===== src/rtl/sample_feeder.sv =====
// Paces a sample FIFO into a serial filter: one din/val_in strobe every Num_coef cycles at most.
// Empty-FIFO write reaches din one edge later; s_ready drops only when the FIFO is full.
module sample_feeder #(
  parameter int Win      = 16,
  parameter int Num_coef = 17,
  parameter int DEPTH    = 8
) (
  input  logic                     clk,
  input  logic                     rst,
  input  logic [Win-1:0]           s_data,
  input  logic                     s_valid,
  output logic                     s_ready,
  output logic [Win-1:0]           din,
  output logic                     val_in,
  output logic [$clog2(DEPTH):0]   level,
  output logic                     ovf
);

  localparam int AW = $clog2(DEPTH);
  localparam int LW = AW + 1;
  localparam int GW = (Num_coef > 1) ? $clog2(Num_coef) : 1;
  localparam logic [LW-1:0] FULL_LVL = LW'(DEPTH);
  localparam logic [GW-1:0] GAP_LOAD = GW'(Num_coef - 1);

  typedef enum logic {IDLE, HOLD} state_t;

  state_t          state, state_nx;
  logic [GW-1:0]   gcnt, gcnt_nx;
  logic            issue;
  logic            wr_en;
  logic [AW-1:0]   wr_ptr, rd_ptr;
  logic [Win-1:0]  mem [DEPTH];

  always_ff @(posedge clk or posedge rst) begin
    if (rst) begin
      state <= IDLE;
      gcnt  <= '0;
    end else begin
      state <= state_nx;
      gcnt  <= gcnt_nx;
    end
  end

  always_comb begin
    state_nx = state;
    gcnt_nx  = gcnt;
    case (state)
      IDLE: begin
        if (issue && (Num_coef > 1)) begin
          state_nx = HOLD;
          gcnt_nx  = GAP_LOAD;
        end
      end
      HOLD: begin
        gcnt_nx = gcnt - GW'(1);
        if (gcnt == GW'(1)) state_nx = IDLE;
      end
      default: begin
        state_nx = IDLE;
        gcnt_nx  = '0;
      end
    endcase
  end

  // Issue decision uses pre-edge occupancy, so a sample written this edge cannot bypass.
  always_comb begin
    issue   = (state == IDLE) && (level != '0);
    s_ready = (level != FULL_LVL);
    wr_en   = s_valid && s_ready;
  end

  always_ff @(posedge clk) begin
    if (wr_en) mem[wr_ptr] <= s_data;
  end

  always_ff @(posedge clk or posedge rst) begin
    if (rst) begin
      wr_ptr <= '0;
      rd_ptr <= '0;
      level  <= '0;
      din    <= '0;
      val_in <= 1'b0;
      ovf    <= 1'b0;
    end else begin
      val_in <= issue;
      if (wr_en) wr_ptr <= wr_ptr + AW'(1);
      if (issue) begin
        rd_ptr <= rd_ptr + AW'(1);
        din    <= mem[rd_ptr];
      end
      case ({wr_en, issue})
        2'b10:   level <= level + LW'(1);
        2'b01:   level <= level - LW'(1);
        default: level <= level;
      endcase
      if (s_valid && !s_ready) ovf <= 1'b1;
    end
  end

endmodule


===== config.mk =====
export PLATFORM = sky130hd
export DESIGN_NAME = sample_feeder
export DESIGN_NICKNAME = d
export VERILOG_FILES = /design/src/rtl/sample_feeder.sv
export SDC_FILE = /design/constraint.sdc
export NUM_CORES = 1
export LEC_CHECK = 0
export CAP_MARGIN = 20
export CORE_UTILIZATION = 51
export DETAILED_ROUTE_END_ITERATION = 8
export PLACE_DENSITY = 0.79
export SLEW_MARGIN = 40
export SYNTH_ARGS = -nofsm -noshare
export SYNTH_HDL_FRONTEND = slang
export SYNTH_SLANG_ARGS = --single-unit

===== constraint.sdc =====
create_clock -name clk -period 3.37 [get_ports clk]
set_clock_uncertainty 0.2 [all_clocks]
set_input_delay 0.674 -clock clk [delete_from_list [all_inputs] [get_ports clk]]
set_output_delay 0.674 -clock clk [all_outputs]
set_load 0.1 [all_outputs]

==> flow_summary.yaml, run 1 <==
placement:
  portBuffers: 41
  finalWeightedCongestion: 0.7430
  pre_cts_ws_ns: 0.2401
  post-dp-hpwl_um: 7334
  place_area_sq_um: 7057
clocking:
  htreeDepth: 4
  cts_tree: "done"
  clockBufferDepth: 2
  cts_setup_buffers: 0
  cts_sinks: 162
  cts_resized: 0
  cts.clk_slew.worst_paths_ns: 0.06
  clk_latency_ns: 0.42
  cts_hold_buf: 0
  cts_buffers: 17
  root_buffer: "clkbuf_16"
routing:
  wl_per_cell_um: 19.19
  vias: 3567
  drtPass1Iterations: 4
  finalWirelength_um: 12320
  vias_per_cell: 5.556
  drt_iter0_markers: 237
  ant_nets: 0
  drc: 0
layout:
  fin_area_sq_um: 7722
  nNetsFinal: 487
  drive_gt1_frac: 0.1835
  area.sequential_sq_um: 4698
  syn2layout_area_growth_pct: 20.17
  multi_input_comb_area_sq_um: 1623
  n_fill_cell: 838
  diodes: 0
logic_synthesis:
  synth_nets: 427
  ys_ff_latch: 162
  synthDistinctLibCells: 36
  yosys.area.top_type: "edfxtp_1"
  syn_area_per_cell_sq_um: 16.03
  synthCells: 401
  synth_most_common_cell: "edfxtp_1"
  synth_ff_type: "edfxtp_1"
  synthTopCellsByArea: "edfxtp_1, dfrtp_1, mux2i_1"
  synth_edf_count: 128
  syn_area_sq_um: 6426
  synthTopCellsByCount: "edfxtp_1, mux2i_1, nand2_1"
  ys_seq_area_frac: 0.7305
  ys_async_sr_fraction: 0.2099
  yosysTopAreaCellShare: 0.5981
  yosysWarnings: 0
global_routing:
  grt.total_usage: 0.2099
  overflow: 0
  grt_antenna_before_repair: 0
  grt_start_max_net_pins: 38
  grt_pass1_wl_um: 19730
  grt_pass1_vias: 3664
timing:
  rsz0062_at_grt: "no"
  fin_crit_sh: 0.8616
  finalHoldViolations: 0
  setup_ws_ns: 0.4662
  fmax_mhz: 344.4
  tns_ns: 0
  setup_viol: 0
  layout_min_cycle_time_ns: 2.904
  slew_violations: 0
  max_slew_margin: 0.5529
  tightest_slew_ns: 0.6706
  hold_ws_ns: 0.2596
setup_path:
  worstPathRequired_ns: 3.46
  cpLargestDelayFamily: "simple AND/OR/NAND/NOR gates"
  cp-end-kind: "register"
  crit_chain: "nor4_2 -> or2_4 -> inv_2 -> ha_1 -> xor2_1 -> ha_1 -> a21oi_1 -> xor2_1 -> nor2_1 -> xor2_1"
  cp-startpoint: "level[1]"
  cp.arrival_ns: 3.00
  cp_common_cell: "xor2_1"
  worst-path-buf-inv: 1
  regToRegStartpoint: "level[1]"
  critPathMaxFanout: 20
  cp_slowest_stage_delay_ns: 0.50
  critPathLaunchType: "register"
  critPathSlowestCell: "dfrtp_1"
  crit_type: "register to register"
die:
  fp-row-count: 40
  initial_core_util: 0.5284
  die_w_um: 114.3
  fp.dieH_um: 114.3
  core-area_sq_um: 12160
  die-area_sq_um: 13050
  io_pins: 42
power:
  leakagePower_nw: 3.021
  pwr_density_cell_nw_per_um2: 1002
  ir_drop_uv: 510.5
status:
  outcome: "complete, no violations"
job:
  max-cap-violations: 0
hold_path:
  hp-class: "register to register"
  hold_path.startpoint: "ovf"
==> where the power goes <==
group | leakage (nW) | total (mW) | switching (mW) | internal, mW
Clock | 0.318 | 2.14 | 0.752 | 1.39
Sequential | 1.57 | 2.98 | 0.386 | 2.60
Combinational | 1.13 | 2.61 | 1.80 | 0.807
==> kinds of logic (layout without fill, tap and decap cells) <==
kind of cell,count (synthesis),in the layout,synth area share
compound gates,39,39,0.04400
xor+xnor,10,10,0.01363
fa+ha+maj,7,7,0.01363
buf+inv,25,98,0.02375
flops,162,162,0.7305
mux,66,66,0.1032
simple gates,92,92,0.07126
==> per-layer routing <==
metal / vias up / global-route usage / share of wire
met4: 0 / 0.07273 / 0.013
met5: - / 0 / 0
met2: 126 / 0.3467 / 0.51
met3: 16 / 0.04923 / 0.059
li1: 1638 / - / -
met1: 1787 / 0.2750 / 0.42
==> cell type report <==
class / count / area share
Inverter: 7 / 0.003402
Clock inverter: 14 / 0.03046
Multi-Input combinational cell: 214 / 0.2101
Tap cell: 168 / 0.02722
Sequential cell: 162 / 0.6084
Clock buffer: 18 / 0.05557
Timing Repair Buffer: 59 / 0.06481
==> worst register-to-register path, cell delays in order, from the launching register on <==
cell	delay (ns)
dfrtp_1	0.50
nor4_2	0.34
or2_4	0.35
inv_2	0.20
ha_1	0.32
xor2_1	0.17
ha_1	0.19
a21oi_1	0.15
xor2_1	0.16
nor2_1	0.06
xor2_1	0.14
==> registers in the layout, indices dropped and copies added, names as in the netlist <==
| signal | flops |
|---|---|
| mem | 128 |
| wr_ptr | 3 |
| level | 4 |
| val_in | 1 |
| din | 16 |
| state | 1 |
| rd_ptr | 3 |
| gcnt | 5 |
| ovf | 1 |
==> path summary, 6_finish.rpt <==
path / depth (start not counted) / slack [ns] / to
setup / recovery: 10 / 0.47 / level[2]
hold / removal: 1 / 0.26 / ovf
setup reg to reg: 10 / 0.47 / level[2]
hold reg to reg: 1 / 0.26 / ovf
max in group asynchronous: 3 / 1.94 / din[3]
min in group asynchronous: 2 / 0.41 / level[3]
==> metrics by stage <==
step | util | instances | power [mW]
after floorplan | - | 401 | 4.936
after global placement | 0.5798 | 610 | 5.528
after detailed placement | 0.5802 | 610 | 5.608
after CTS | 0.6349 | 642 | 7.765
after global routing | 0.6350 | 642 | 8.046
final | 0.6350 | 642 | 7.735
==> layout by cell type, fill, tap and decap left out, types with 6 or more instances in the layout <==
cell and instances:
edfxtp_1 128, mux2i_1 64, nand2_1 43, buf_4 40, dfrtp_1 33, a22oi_1 32
nand3_1 18, clkdlybuf4s50_1 18, clkbuf_16 17, nor2_1 7, ha_1 7, inv_1 6
bufinv_16 6
Note: power is estimated with default switching activity, not from simulation.
==> run 2: changes to the inputs <==
Settings changed: CAP_MARGIN 20 to 25.
==> results of run 2 <==
Same layout as run 1: the final DEF is identical, and so are final timing and power.
==> run 3: changes to the inputs <==
Settings changed: CORE_UTILIZATION 51 to 60, PLACE_DENSITY 0.79 to 0.9, SLEW_MARGIN 40 to 25.
Clock period 3.37 ns to 3.55 ns, I/O delays scaled along.
==> run 3 against run 2 <==
Compared with the run above: non-clock buffer count fell by 1; critical path depth did not move; via count rose by 0.70%; cell area fell by 1.8%; sequential share of layout area rose by 1.1 points; fmax fell by 7.2%; power fell by 8.2%; sequential cell count did not move; hold slack got worse by 0.0054 ns; register-to-register slack got worse by 0.05 ns; largest power group unchanged; sequential power fell by 5%; final cell count fell by 5.1%.
==> flow_summary.yaml, run 3 (synthesis results as in run 1) <==
setup_path:
  regToRegEndpoint: "level[2]"
  crit_type: "register to register"
  ff2ff_path_depth: 10
  critPathMaxFanout: 23
  cp-endpoint: "level[2]"
  cp-startpoint: "level[1]"
  cp_slowest_stage_delay_ns: 0.51
  worstPathRequired_ns: 3.76
  critPathLaunchType: "register"
  cp_common_cell: "xor2_1"
  cp.arrival_ns: 3.34
  r2r_setup_slack_ns: 0.42
  crit_chain: "nor4_2 -> or2_4 -> inv_2 -> ha_1 -> xor2_1 -> ha_1 -> a21oi_1 -> xor2_1 -> nor2_1 -> xor2_1"
  critPathSlowestCell: "dfrtp_1"
  cp-end-kind: "register"
  regToRegStartpoint: "level[1]"
power:
  power_frac_seq: 0.398
  leakagePower_nw: 2.971
  comb_power_share: 0.351
  p_sw_mw: 2.800
  internal_power_mw: 4.303
  ir_drop_uv: 973.9
  power_frac_clock: 0.251
  power_mw: 7.102
  p_sw_frac: 0.3942
  pwr_density_cell_nw_per_um2: 936.4
routing:
  drtPass1Iterations: 5
  ant_nets: 0
  vias: 3592
  drt_iter0_markers: 212
  drc: 0
  wl_per_cell_um: 20.33
  finalWirelength_um: 12380
  vias_per_cell: 5.898
global_routing:
  grt_antenna_before_repair: 0
  grt_pass1_wl_um: 19330
  grt_pass1_vias: 3591
  grt.total_usage: 0.2398
  grt_start_max_net_pins: 67
  overflow: 0
placement:
  portBuffers: 41
  post-dp-hpwl_um: 7341
  finalWeightedCongestion: 0.7541
  place_area_sq_um: 6982
clocking:
  root_buffer: "clkbuf_8"
  clk_latency_ns: 0.53
  cts_tree: "done"
  cts.clk_slew.worst_paths_ns: 0.06
  clockBufferDepth: 2
  cts_setup_buffers: 0
  htreeDepth: 4
  cts_buffers: 17
  cts_hold_buf: 0
  cts_resized: 0
  cts_sinks: 162
timing:
  finalHoldViolations: 0
  tns_ns: 0
  layout_min_cycle_time_ns: 3.130
  tightest_slew_ns: 0.9351
  rsz0062_at_grt: "no"
  fin_crit_sh: 0.8817
  max_slew_margin: 0.3753
  hold_ws_ns: 0.2542
  setup_viol: 0
  fmax_mhz: 319.5
  slew_violations: 0
die:
  die-area_sq_um: 11130
  die_w_um: 105.5
  fp.dieH_um: 105.5
  fp-row-count: 37
  initial_core_util: 0.6197
  core-area_sq_um: 10370
  io_pins: 42
layout:
  reg.largest.list: "mem (128), din (16), gcnt (5)"
  largest-register: "mem"
  nNetsFinal: 486
  final_cell_mix: "edfxtp_1, mux2i_1, nand2_1"
  n_fill_cell: 636
  fin_area_sq_um: 7585
  diodes: 0
  drive_gt1_frac: 0.1755
  multi_input_comb_area_sq_um: 1614
  largest_reg_flops: 128
  syn2layout_area_growth_pct: 18.03
  area.sequential_sq_um: 4698
  layout_commonest_cell: "edfxtp_1"
status:
  outcome: "complete, no violations"
hold_path:
  hp-class: "register to register"
job:
  max-cap-violations: 0
run 3: critical path, delay by kind of cell (launching register included):
family | cells | cell delay, ns
XOR/XNOR | 3 | 0.49
buffers and inverters | 1 | 0.28
AND/OR/NAND/NOR | 3 | 0.79
adder cells (fa/ha/maj) | 2 | 0.56
flip-flops | 1 | 0.51
AO/OA/AOI/OAI | 1 | 0.15
run 3: metrics by stage:
stage          setup WS, ns    util  std cells
2_1_floorplan        0.1964       -        401
3_3_place_gp         0.4657  0.6733        576
3_5_place_dp         0.3584  0.6733        576
4_1_cts              0.4179  0.7295        608
5_1_grt              0.2657  0.7314        609
6_report             0.4198  0.7314        609
run 3: cell type report:
class | instances | share of cell area
Sequential cell | 162 | 0.6194
Multi-Input combinational cell | 214 | 0.2128
Timing Repair Buffer | 58 | 0.06500
Clock buffer | 19 | 0.05559
Tap cell | 136 | 0.02243
Clock inverter | 13 | 0.02128
Inverter | 7 | 0.003464
run 3: worst min-delay path by stage:
stage	end	depth (start not counted)	from
floorplan	gcnt[4]	1	gcnt[4]
global placement	ovf	1	ovf
detailed placement	ovf	1	ovf
CTS	ovf	1	ovf
global route	ovf	1	ovf
finish	ovf	1	ovf
run 3: power groups by stage:
stage	clock [mW]	sequential, mW	combinational (mW)
6_report	1.78	2.83	2.49
5_1_grt	1.87	2.87	2.64
4_1_cts	1.80	2.91	2.40
3_5_place_dp	0	2.94	2.38
3_3_place_gp	0	2.90	2.31
2_1_floorplan	0	3.55	1.14
run 3: metal layers:
layer  GRT usage  up-vias  wire (um)  part of all wire
li1            -     1639          -                 -
met1      0.3194     1785       5144              0.42
met2      0.3755      140       6061              0.49
met3     0.06246       28        823             0.066
met4      0.1081        0        349             0.028
met5           0        -          0                 0
